<file path="src/rtl/rs_encoder_line_demux_in_ctrl.sv">
// rs_encoder_line_demux_in_ctrl
//   Input side of the RS encoder line mux. Takes DATA_W-bit lines from the
//   source, serializes each line MSB-byte first, and feeds RS_K bytes to one
//   RS unit before handing off to the output controller and moving on to the
//   next unit (round-robin).
// Ports
//   clk, rst_n                 clock, async active-low reset
//   src_encoder_line_val/data  source line stream (byte 0 = top byte)
//   encoder_src_line_rdy       line accepted when val & rdy
//   in_ctrl_unit_sel           one-hot unit currently being fed
//   in_ctrl_encoder_byte_val   byte valid towards the selected unit
//   in_ctrl_encoder_byte       byte towards the selected unit
//   encoder_in_ctrl_byte_rdy   selected unit ready (muxed outside)
//   in_ctrl_out_ctrl_done      this side finished feeding the current unit
//   out_ctrl_in_ctrl_done      output side finished draining the current unit
module rs_encoder_line_demux_in_ctrl #(
    parameter int NUM_RS_UNITS   = 4,
    parameter int NUM_RS_UNITS_W = $clog2(NUM_RS_UNITS),
    parameter int DATA_W         = 256,
    parameter int RS_K           = 224
) (
    input  logic                    clk,
    input  logic                    rst_n,
    input  logic                    src_encoder_line_val,
    input  logic [DATA_W-1:0]       src_encoder_line_data,
    output logic                    encoder_src_line_rdy,
    output logic [NUM_RS_UNITS-1:0] in_ctrl_unit_sel,
    output logic                    in_ctrl_encoder_byte_val,
    output logic [7:0]              in_ctrl_encoder_byte,
    input  logic                    encoder_in_ctrl_byte_rdy,
    output logic                    in_ctrl_out_ctrl_done,
    input  logic                    out_ctrl_in_ctrl_done
);

    localparam int LINE_BYTES    = DATA_W / 8;
    localparam int LINES_PER_BLK = RS_K / LINE_BYTES;
    // Counters keep at least one bit so degenerate sizes (1 byte/line,
    // 1 line/block, 1 unit) still elaborate; the counter then stays at 0.
    localparam int BC_W = (LINE_BYTES > 1)    ? $clog2(LINE_BYTES)    : 1;
    localparam int LC_W = (LINES_PER_BLK > 1) ? $clog2(LINES_PER_BLK) : 1;
    localparam int UI_W = (NUM_RS_UNITS_W > 0) ? NUM_RS_UNITS_W : 1;

    localparam logic [BC_W-1:0] BC_LAST = BC_W'(LINE_BYTES - 1);
    localparam logic [LC_W-1:0] LC_LAST = LC_W'(LINES_PER_BLK - 1);
    localparam logic [UI_W-1:0] UI_LAST = UI_W'(NUM_RS_UNITS - 1);

    typedef enum logic [1:0] {
        READY      = 2'd0,
        SEND_BYTES = 2'd1,
        LINE_WAIT  = 2'd2,
        DONE_WAIT  = 2'd3
    } state_t;

    state_t            state, state_n;
    logic [DATA_W-1:0] line_reg, line_reg_n;
    logic [BC_W-1:0]   byte_cnt, byte_cnt_n;
    logic [LC_W-1:0]   line_cnt, line_cnt_n;
    logic [UI_W-1:0]   unit_idx, unit_idx_n;
    logic [DATA_W-1:0] line_shift;

    always_ff @(posedge clk or negedge rst_n) begin
        if (!rst_n) begin
            state    <= READY;
            line_reg <= '0;
            byte_cnt <= '0;
            line_cnt <= '0;
            unit_idx <= '0;
        end else begin
            state    <= state_n;
            line_reg <= line_reg_n;
            byte_cnt <= byte_cnt_n;
            line_cnt <= line_cnt_n;
            unit_idx <= unit_idx_n;
        end
    end

    always_comb begin
        state_n                  = state;
        line_reg_n               = line_reg;
        byte_cnt_n               = byte_cnt;
        line_cnt_n               = line_cnt;
        unit_idx_n               = unit_idx;
        encoder_src_line_rdy     = 1'b0;
        in_ctrl_encoder_byte_val = 1'b0;
        in_ctrl_out_ctrl_done    = 1'b0;
        case (state)
            READY: begin
                encoder_src_line_rdy = 1'b1;
                if (src_encoder_line_val) begin
                    line_reg_n = src_encoder_line_data;
                    byte_cnt_n = '0;
                    line_cnt_n = '0;
                    state_n    = SEND_BYTES;
                end
            end
            SEND_BYTES: begin
                in_ctrl_encoder_byte_val = 1'b1;
                if (encoder_in_ctrl_byte_rdy) begin
                    if (byte_cnt != BC_LAST) begin
                        byte_cnt_n = byte_cnt + BC_W'(1);
                    end else begin
                        byte_cnt_n = '0;
                        if (line_cnt != LC_LAST) begin
                            line_cnt_n = line_cnt + LC_W'(1);
                            state_n    = LINE_WAIT;
                        end else begin
                            line_cnt_n = '0;
                            state_n    = DONE_WAIT;
                        end
                    end
                end
            end
            LINE_WAIT: begin
                encoder_src_line_rdy = 1'b1;
                if (src_encoder_line_val) begin
                    line_reg_n = src_encoder_line_data;
                    state_n    = SEND_BYTES;
                end
            end
            DONE_WAIT: begin
                // Unit index only moves here, so unit_sel is stable for the
                // whole time bytes are being offered.
                in_ctrl_out_ctrl_done = 1'b1;
                if (out_ctrl_in_ctrl_done) begin
                    if (unit_idx == UI_LAST) begin
                        unit_idx_n = '0;
                        state_n    = READY;
                    end else begin
                        unit_idx_n = unit_idx + UI_W'(1);
                        state_n    = LINE_WAIT;
                    end
                end
            end
            default: state_n = state_t'('x);
        endcase
    end

    // Current byte is the top byte of the line shifted left by byte_cnt bytes.
    assign line_shift           = line_reg << {byte_cnt, 3'b000};
    assign in_ctrl_encoder_byte = line_shift[DATA_W-1 -: 8];
    assign in_ctrl_unit_sel     = NUM_RS_UNITS'(1) << unit_idx;

endmodule

</file>
<file path="config.mk">
export PLATFORM = sky130hd
export DESIGN_NAME = rs_encoder_line_demux_in_ctrl
export DESIGN_NICKNAME = d
export VERILOG_FILES = /design/src/rtl/rs_encoder_line_demux_in_ctrl.sv
export SDC_FILE = /design/constraint.sdc
export NUM_CORES = 1
export LEC_CHECK = 0
export ABC_AREA = 1
export CORE_ASPECT_RATIO = 0.5
export CORE_UTILIZATION = 56
export DETAILED_ROUTE_END_ITERATION = 8
export GPL_TIMING_DRIVEN = 1
export PLACE_DENSITY = 0.9
export SLEW_MARGIN = 20
export SYNTH_ARGS = -nofsm -noshare
export SYNTH_HDL_FRONTEND = slang
export SYNTH_SLANG_ARGS = --single-unit
export TNS_END_PERCENT = 100
</file>
<file path="constraint.sdc">
create_clock -name clk -period 2.7 [get_ports clk]
set_input_delay 0.54 -clock clk [delete_from_list [all_inputs] [get_ports clk]]
set_output_delay 0.54 -clock clk [all_outputs]
set_load 0.1 [all_outputs]
</file>
==> tab_implementation.tex <==
\begin{tabular}{lr}
\hline
Metric & Value \\
\hline
\multicolumn{2}{l}{\textbf{Drt}} \\
\quad Number of iterations in the first detailed-routing pass & 7 \\
\quad Met2 routed WL & 19,110 um \\
\quad Highest routed metal layer & met4 \\
\quad Wire length per cell & 19.38 um \\
\quad Post-Route M1 WL & 16,390 um \\
\quad Via/cell ratio & 5.593 \\
\quad Total via count after detailed routing & 11.93k \\
\quad Total length of routed wires & 41,340 um \\
\quad Routed wl met3 & 3764 um \\
\quad Residual antenna-violating net count after detailed routing & 0 \\
\quad Detailed-route DRC error count & 0 \\
\quad DRC violation total after the first TritonRoute iteration & 1,617 \\
\multicolumn{2}{l}{\textbf{Layout}} \\
\quad Area delta synth->final & 31.62\% \\
\quad Final layout net count & 2,077 \\
\quad Fill cells & 1,449 \\
\quad Most used cells in the layout excluding fill and tap cells & nand2\_1, dfrtp\_1, clkdlybuf4s50\_1, nor2\_1, inv\_1 \\
\quad Multi-input logic area & 0.005628 mm\^{}2 \\
\quad Final standard cell utilization of the core & 76.63\% \\
\quad Post-route cell area & 0.01784 mm\^{}2 \\
\quad Share of layout cells above drive strength 1 & 13.64\% \\
\quad Storage element area & 0.006711 mm\^{}2 \\
\quad Max reg flops & 256 \\
\quad Most frequent standard cell in the layout excluding fill and tap cells & nand2\_1 \\
\quad Count of non-filler cells in the finished layout & 2,133 \\
\quad Number of diodes added for antenna fixing & 0 \\
\multicolumn{2}{l}{\textbf{Placement}} \\
\quad DP Wirelength & 27,690 um \\
\quad Total instance count after detailed placement & 2,083 \\
\quad Weighted congestion reported at the end of routability-driven placement & 0.9376 \\
\quad Placement Cell Area & 0.01665 mm\^{}2 \\
\quad Port buffer count & 275 \\
\quad Pre-CTS setup slack & 0.09203 ns \\
\multicolumn{2}{l}{\textbf{Worst setup path}} \\
\quad Dominant cell type by count on the critical path & nand2\_1 \\
\quad Nature of the critical path endpoint & output port \\
\quad R2R cell count & 10 \\
\quad Worst Setup Path Type & flip-flop to output port \\
\quad Data arrival time of the critical path & 2.40 ns \\
\quad Crit path depth & 10 \\
\quad Largest stage delay, worst path & 0.58 ns \\
\quad Crit path max fanout & 14 \\
\quad Endpoint of the most critical register-to-register path & state[1] \\
\quad Required time of the critical path & 2.16 ns \\
\quad Worst Setup EP & in\_ctrl\_encoder\_byte[5] \\
\quad Worst path bufs/invs & 4 \\
\quad Slack of the worst reg-to-reg path & 0.62 ns \\
\quad Slowest cell on the critical path & dfrtp\_4 \\
\quad Worst R2R Start & byte\_cnt[0] \\
\quad Startpoint class of the critical path & flip-flop \\
\quad Gate family responsible for the most delay along the worst path & simple AND/OR/NAND/NOR gates \\
\quad Worst setup path startpoint & byte\_cnt[0] \\
\quad Cells along the critical path & inv\_8 -> buf\_16 -> nand2\_1 -> nand3\_1 -> a21oi\_1 -> nor2\_1 -> nand2\_1 -> nand2\_1 -> inv\_2 -> buf\_12 \\
\multicolumn{2}{l}{\textbf{Synth}} \\
\quad Count of state elements after synthesis & 268 \\
\quad Distinct cell type count after synthesis & 27 \\
\quad Seq/Total Area, Yosys & 49.49\% \\
\quad Area fraction in and, or, nand and nor cells after synthesis & 21.16\% \\
\quad Average instance area after synthesis & 8.737 um\^{}2 \\
\quad Adder-cell share of the synthesized area & 0.5540\% \\
\quad Synthesized area & 0.01355 mm\^{}2 \\
\quad Post-synthesis net count & 1,818 \\
\quad Warnings, synthesis & 0 \\
\quad Fraction of the mapped netlist area in compound gates & 7.506\% \\
\quad Share of cell area taken by muxes after synthesis & 11.13\% \\
\quad XOR/XNOR Fraction of Synth Area & 0.06463\% \\
\quad Number of cells produced by synthesis & 1,551 \\
\quad Combinational family with the most area after synthesis & simple AND/OR/NAND/NOR gates \\
\multicolumn{2}{l}{\textbf{Timing}} \\
\quad Final setup fails & 8 \\
\quad Highest attainable clock frequency & 340.3 MHz \\
\quad Hold\_ws & 0.5112 ns \\
\quad Setup repair after global routing missed its margin & true \\
\quad Final hold violations & 0 \\
\quad Slew at the pin with the worst max-slew slack & 0.5884 ns \\
\quad Final TNS setup & -1.594 ns \\
\quad Final cycle utilization of the critical path & 108.8\% \\
\quad Max-slew violations & 0 \\
\quad Skew final & 0.01724 ns \\
\quad Worst slew margin relative to its limit & 60.77\% \\
\quad Final critical delay including setup and external delays & 2.939 ns \\
\quad Setup slack of the critical path after layout & -0.2387 ns \\
\multicolumn{2}{l}{\textbf{Power and ir drop}} \\
\quad Worst IR drop on VDD & 0.7108 mV \\
\quad Total power divided by cell area & 1211 mW/mm\^{}2 \\
\quad LEAKAGE & 8.679 nW \\
\quad Total power & 21.60 mW \\
\multicolumn{2}{l}{\textbf{Outcome}} \\
\quad Violations in the final reports & negative setup slack \\
\quad Result of the run & complete, but fails checks \\
\multicolumn{2}{l}{\textbf{Clock tree}} \\
\quad Max Root-Sink Buffers & 3 \\
\quad Cell at the root of the clock tree & clkbuf\_16 \\
\quad Clock-pin slew on the worst setup and hold paths & 0.07 ns \\
\quad TritonCTS clock tree & built \\
\quad Number of H-tree branching levels & 1 \\
\quad Clock latency on the worst-skew pair & 0.53 ns \\
\quad TritonCTS Buffers & 23 \\
\quad Sinks on Clock Net & 268 \\
\multicolumn{2}{l}{\textbf{Global route}} \\
\quad Tot GR Track Use & 33.22\% \\
\quad Number of antenna violations at the first check in global routing & 0 \\
\quad Maximum number of pins on one net before global-route repair & 74 \\
\quad Grt ovf & 0 \\
\quad Vias in the first global route & 12.03k \\
\quad Global-route wire length before repair & 64,250 um \\
\multicolumn{2}{l}{\textbf{Worst hold path}} \\
\quad Hold path depth & 1 \\
\quad Tightest Hold Check Type & flip-flop to flip-flop \\
\multicolumn{2}{l}{\textbf{Die}} \\
\quad Die Outline Area & 0.02486 mm\^{}2 \\
\quad Area of the core & 0.02328 mm\^{}2 \\
\quad Row count & 39 \\
\quad Initial Util & 58.22\% \\
\quad X dimension of the die & 222.0 um \\
\quad Overall die height & 112 um \\
\quad Ports placed on the boundary & 276 \\
\multicolumn{2}{l}{\textbf{Flow run}} \\
\quad Count of maximum capacitance violations & 0 \\
\hline
\end{tabular}
repair_timing:
action,in CTS,in global routing
endpoints found under the hold margin,17,0
cloned,3,3
gates resized for setup,28,22
hold buffers,1,0
setup buffers,1,1
setup endpoints to repair,8,8
pin swaps,4,4
cell families after synthesis:
kind of cell / after synthesis
fa+ha+maj: 6
compound gates: 196
flops: 268
buf+inv: 274
xor+xnor: 1
simple gates: 702
mux: 104
worst reg2reg max path, stage by stage, from the launching register on:
cell and delay (ns):
dfrtp_4 0.58, buf_12 0.18, buf_16 0.17, ha_1 0.22, inv_1 0.06, nor2_1 0.04
ha_1 0.17, inv_1 0.10, nand2_1 0.11, o211ai_1 0.19, o21ai_0 0.13
power breakdown:
part | switching [mW] | internal (mW) | leakage [nW]
sequential | 1.04 | 6.00 | 3.03
clock | 1.54 | 2.05 | 0.397
combinational | 6.60 | 4.36 | 5.25
total | 9.19 | 12.4 | 8.68
metal layers:
metal,global-route usage (%),up-vias
li1,-,5443
met1,43.54,5649
met2,53.44,679
met3,7.126,158
met4,15.28,0
met5,0,-
area by class of cell:
cell class | count | area share (%)
tap | 307 | 2.153
inverter | 180 | 3.900
clock inverter | 7 | 0.6173
sequential | 268 | 37.63
multi-input combinational | 1009 | 31.55
clock buffer | 34 | 3.851
timing repair buffer | 328 | 20.30
synth_stat cells (all sizes together):
library cell	instances	share of area, %
nand2	304	8.5
dfrtp	268	49
nor2	236	6.7
inv	178	5.0
a21oi	171	6.4
nand3	159	5.9
mux2	104	11
buf	88	4.9
o21ai	15	0.55
o211ai	10	0.55
clkbuf	6	0.17
ha	6	0.55
nand4	3	0.14
clkinv	2	0.055
xor2	1	0.065
how the worst min path moves through the flow:
stage               slack, ns          start            end
finish                   0.51  line_reg[218]  line_reg[218]
global route             0.53  line_reg[125]  line_reg[125]
global placement         0.49  line_reg[118]  line_reg[118]
detailed placement       0.49  line_reg[159]  line_reg[159]
CTS                      0.51  line_reg[218]  line_reg[218]
floorplan                0.24          rst_n    byte_cnt[0]
(Power assumes the default switching activity.)
